$ cat src/rtl/wsum_pkg.sv
// Shared constants and helpers for the valid-sample window summer.
package wsum_pkg;

   localparam int W_DEF   = 4;
   localparam int N_DEF   = 4;
   localparam int IGN_DEF = 0;

   function automatic int clog2(input int v);
      int r;
      r = 0;
      for (int i = 0; i < 32; i++)
         if ((1 << r) < v) r++;
      return r;
   endfunction

endpackage

$ cat src/rtl/wsum_line.sv
// N-entry delay line of valid samples; dout_oldest is the entry a push evicts.
module wsum_line
   import wsum_pkg::*;
#(
   parameter int W = W_DEF,
   parameter int N = N_DEF
) (
   input  logic         clk,
   input  logic         rst_b,
   input  logic         clr,
   input  logic         push,
   input  logic [W-1:0] din,
   output logic [W-1:0] dout_oldest
);

   logic [W-1:0] line [N];

   always_ff @(posedge clk or negedge rst_b) begin
      if (!rst_b) begin
         for (int i = 0; i < N; i++) line[i] <= '0;
      end else if (clr) begin
         for (int i = 0; i < N; i++) line[i] <= '0;
      end else if (push) begin
         line[0] <= din;
         for (int i = 1; i < N; i++) line[i] <= line[i-1];
      end
   end

   assign dout_oldest = line[N-1];

endmodule

$ cat src/rtl/window_sum_ignore.sv
// Running sum of the last N samples that differ from IGN.
// Optional avg output (q >> clog2(N)) enabled by defining WSUM_AVG_EN.
module window_sum_ignore
   import wsum_pkg::*;
#(
   parameter int           W   = W_DEF,
   parameter int           N   = N_DEF,
   parameter logic [W-1:0] IGN = W'(IGN_DEF),
   localparam int          QW  = W + clog2(N),
   localparam int          CW  = clog2(N + 1)
) (
   input  logic          clk,
   input  logic          rst_b,
   input  logic          clr,
   input  logic [W-1:0]  d,
   output logic [QW-1:0] q,
   output logic [CW-1:0] cnt,
   output logic          full
`ifdef WSUM_AVG_EN
   ,
   output logic [W-1:0]  avg
`endif
);

   logic          push;
   logic [W-1:0]  oldest;
   logic [QW-1:0] evict;
   logic [QW-1:0] q_nxt;

   assign push = (d != IGN) && !clr;
   assign full = (cnt == CW'(N));

   wsum_line #(.W(W), .N(N)) u_line (
      .clk         (clk),
      .rst_b       (rst_b),
      .clr         (clr),
      .push        (push),
      .din         (d),
      .dout_oldest (oldest)
   );

   // Only a full window actually evicts; otherwise nothing leaves the sum.
   assign evict = full ? QW'(oldest) : '0;
   assign q_nxt = q + QW'(d) - evict;

   always_ff @(posedge clk or negedge rst_b) begin
      if (!rst_b) begin
         q   <= '0;
         cnt <= '0;
      end else if (clr) begin
         q   <= '0;
         cnt <= '0;
      end else if (push) begin
         q <= q_nxt;
         if (!full) cnt <= cnt + CW'(1);
      end
   end

`ifdef WSUM_AVG_EN
   if ((N & (N - 1)) != 0) begin : g_bad_n
      $error("window_sum_ignore: N must be a power of two with avg");
   end

   always_ff @(posedge clk or negedge rst_b) begin
      if (!rst_b) begin
         avg <= '0;
      end else if (clr) begin
         avg <= '0;
      end else if (push) begin
         avg <= W'(q_nxt >> clog2(N));
      end
   end
`endif

endmodule

$ cat config.mk
export PLATFORM = sky130hd
export DESIGN_NAME = window_sum_ignore
export DESIGN_NICKNAME = d
export VERILOG_FILES = /design/src/rtl/wsum_pkg.sv /design/src/rtl/wsum_line.sv /design/src/rtl/window_sum_ignore.sv
export SDC_FILE = /design/constraint.sdc
export NUM_CORES = 1
export LEC_CHECK = 0
export ABC_AREA = 1
export BUFFER_PORTS_ARGS = -buffer_cell sky130_fd_sc_hd__buf_2
export CORE_UTILIZATION = 40
export CTS_CLUSTER_DIAMETER = 100
export DETAILED_ROUTE_END_ITERATION = 7
export GPL_TIMING_DRIVEN = 0
export PLACE_DENSITY = 0.65
export SYNTH_ARGS = -nofsm -noshare
export SYNTH_HDL_FRONTEND = slang
export SYNTH_HIERARCHICAL = 1
export SYNTH_SLANG_ARGS = --single-unit
$ cat constraint.sdc
create_clock -name clk -period 2.5 [get_ports clk]
set_input_delay 0.25 -clock clk [delete_from_list [all_inputs] [get_ports clk]]
set_output_delay 0.25 -clock clk [all_outputs]
set_load 0.02 [all_outputs]
==> results.sh <==
export IMPL_drv_cap=0
export IMPL_synth_top_area_share_pct=42.3
export IMPL_rsz0062_at_grt="no"
export IMPL_dp_slack_ns=0.0101
export IMPL_instances_no_fill=249
export IMPL_syn2layout_area_growth_pct=15.1
export IMPL_nNetsFinal=223
export IMPL_synth_area_leaders="dfrtp_1 (42%), nand2_1 (14%), nand3_1 (8.1%)"
export IMPL_tns_ns=0
export IMPL_hold_viol=0
export IMPL_min_period_over_period_pct=93.2
export IMPL_syn_avg_cell_area_um2=8.13
export IMPL_syn_nets=201
export IMPL_clockBufferDepth=2
export IMPL_syn_inst=182
export IMPL_synthesis_area_um2=1480
export IMPL_cts_tree="done"
export IMPL_num_fill_cells=356
export IMPL_viasPerCell=4.69
export IMPL_seq_area_frac_synth_pct=42.3
export IMPL_drive_gt1_share_pct=20.7
export IMPL_worst_hold_path_type="in -> reg"
export IMPL_first_pass_iters=4
export IMPL_dp_cells=244
export IMPL_skew_ns=0.00873
export IMPL_grt_total_usage_pct=16.7
export IMPL_finalWirelength_um=2790
export IMPL_criticalPathCategory="reg -> reg"
export IMPL_dieArea_um2=3940
export IMPL_grt_pass1_vias=1169
export IMPL_path_clk_slew_ns=0.10
export IMPL_synth_top_cell_by_area="dfrtp_1"
export IMPL_drv_slew=0
export IMPL_wl_per_cell_um=11.2
export IMPL_layout_common_cells="nand2_1 (55), inv_1 (28), dfrtp_1 (25), nand3_1 (24), buf_2 (17)"
export IMPL_numCtsBuffers=3
export IMPL_pin_count=17
export IMPL_grt_ovfl_total=0
export IMPL_ir_worst_vdd_uv=305
export IMPL_dpl_hpwl_um=2060
export IMPL_h_tree_depth=1
export IMPL_p_per_area_nw_per_um2=731
export IMPL_period_needed_ns=2.33
export IMPL_tightest_slew_ns=0.559
export IMPL_drc_errors=0
export IMPL_final_common_cell="nand2_1"
export IMPL_outcome="finished, final reports clean"
export IMPL_start_util_pct=43.0
export IMPL_relSlewSlack_pct=62.7
export IMPL_cts_sinks=25
export IMPL_die_height_um=62.8
export IMPL_maxClockFrequency_mhz=429
export IMPL_ant_nets=0
export IMPL_cpMaxStageDelayCell="fa_1"
export IMPL_coreArea_um2=3440
export IMPL_grt_pass1_wl_um=5020
export IMPL_fin_area_um2=1700
export IMPL_io_buffers=16
export IMPL_ys_warn_count=6
export IMPL_die_w_um=62.8
export IMPL_hold_ws_ns=0.221
export IMPL_gp_congestion=0.748
export IMPL_grt_max_degree=26
export IMPL_crit_path_end_kind="register"
export IMPL_vias=1167
export IMPL_path_max_fanout=6
export IMPL_ys_ff_latch=25
export IMPL_cp_start_kind="register"
export IMPL_antenna_cells=0
export IMPL_cp_cell_sequence="inv_1 -> ha_2 -> nand2_4 -> nor2_1 -> fa_1 -> fa_2 -> nand3b_1 -> nand2_1 -> or2_0 -> nand3_1 -> nand2_1"
export IMPL_insertion_delay_ns=0.29
export IMPL_drt_iter0_drc=32
export IMPL_clockRootBuffer="clkbuf_8"
export IMPL_antenna_found_initial=0
export IMPL_cp_slowest_stage_delay_ns=0.48
export IMPL_synth_cell_type_count=24
export IMPL_cp_required_ns=2.73
export IMPL_setup_viol=0
export IMPL_place_area_um2=1620
export IMPL_critPathMostFrequentCell="nand2_1"
export IMPL_critPathArrivalTime_ns=2.56
export IMPL_post_route_worst_setup_slack_ns=0.170
export IMPL_leakage_nw=0.945
export IMPL_rows=21
critical path, delay by kind of cell (launching register included):
| kind | cells | cell delay (ns) |
|---|---|---|
| fa+ha+maj | 3 | 1.09 |
| simple gates | 7 | 0.70 |
| flops | 1 | 0.41 |
| buf+inv | 1 | 0.09 |
where the power goes:
| part | internal [mW] | switching (mW) |
|---|---|---|
| Combinational | 0.193 | 0.298 |
| Clock | 0.117 | 0.149 |
| Sequential | 0.449 | 0.0360 |
final cells by class:
type                       instances  area [µm²]  area share [%]
buffer                             8        65.1            3.82
timing repair buffer              17        90.1            5.29
multi-input combinational        118         697            41.0
inverter                          31         116            6.84
sequential                        25         626            36.8
clock buffer                       3        41.3            2.43
tap                               46        57.6            3.38
clock inverter                     1        8.76           0.515
registers in the layout, indices dropped and copies added, names as in the netlist:
register and flops:
cnt 3, q 6, u_line/dout_oldest 4, u_line/line 12
logic make-up (layout without fill, tap and decap cells):
logic type	after synthesis	after routing	synth area share, %
AO/OA/AOI/OAI	9	9	3.21
buffers and inverters	39	60	12.3
AND/OR/NAND/NOR	95	95	28.9
XOR/XNOR	2	2	1.18
flip-flops	25	25	42.3
adder cells (fa/ha/maj)	12	12	12.2
cell usage after synthesis:
master,number
nand2_1,56
inv_1,29
dfrtp_1,25
nand3_1,24
ha_1,8
buf_4,5
nor2_1,5
fa_1,4
a21oi_1,3
nand2_2,3
o21ai_0,3
buf_6,2
inv_2,2
nor2_4,2
o21ai_1,2
buf_2,1
nand3_2,1
nand3b_1,1
nand4_1,1
nor2_2,1
o31ai_1,1
or2_0,1
xnor2_1,1
xor2_1,1
timing repair:
| item | in CTS | in global routing |
|---|---|---|
| setup buffers | 0 | 0 |
| hold buffers | 1 | 0 |
| endpoints found under the hold margin | 25 | 0 |
| setup endpoints to repair | 1 | 3 |
| gates resized for setup | 1 | 5 |
stage by stage:
| step | utilization (%) | power, mW |
|---|---|---|
| 2_1_floorplan | - | 0.831 |
| 3_3_place_gp | 47.0 | 0.940 |
| 3_5_place_dp | 47.0 | 0.955 |
| 4_1_cts | 48.8 | 1.23 |
| 5_1_grt | 49.4 | 1.35 |
| 6_report | 49.4 | 1.24 |
worst paths after layout:
path / slack [ns] / cells after the start / from / to
min in group asynchronous: 0.48 / 2 / rst_b / u_line/line[15]
max in group asynchronous: 1.65 / 2 / rst_b / q[4]
max: 0.17 / 11 / cnt[1] / q[4]
min reg2reg: 0.48 / 2 / u_line/dout_oldest[2] / u_line/dout_oldest[2]
min: 0.22 / 3 / d[2] / u_line/line[14]
max reg2reg: 0.17 / 11 / cnt[1] / q[4]
metal layers:
metal / part of all wire (%) / vias up / wire [µm] / GRT usage [%]
met3: 2.5 / 5 / 71 / 2.92
met5: 0 / - / 0 / 0
met2: 47 / 14 / 1310 / 26.1
met1: 48 / 548 / 1330 / 21.5
li1: - / 600 / - / -
met4: 2.5 / 0 / 70 / 9.88
No activity file was read; power rests on OpenSTA's default activity.
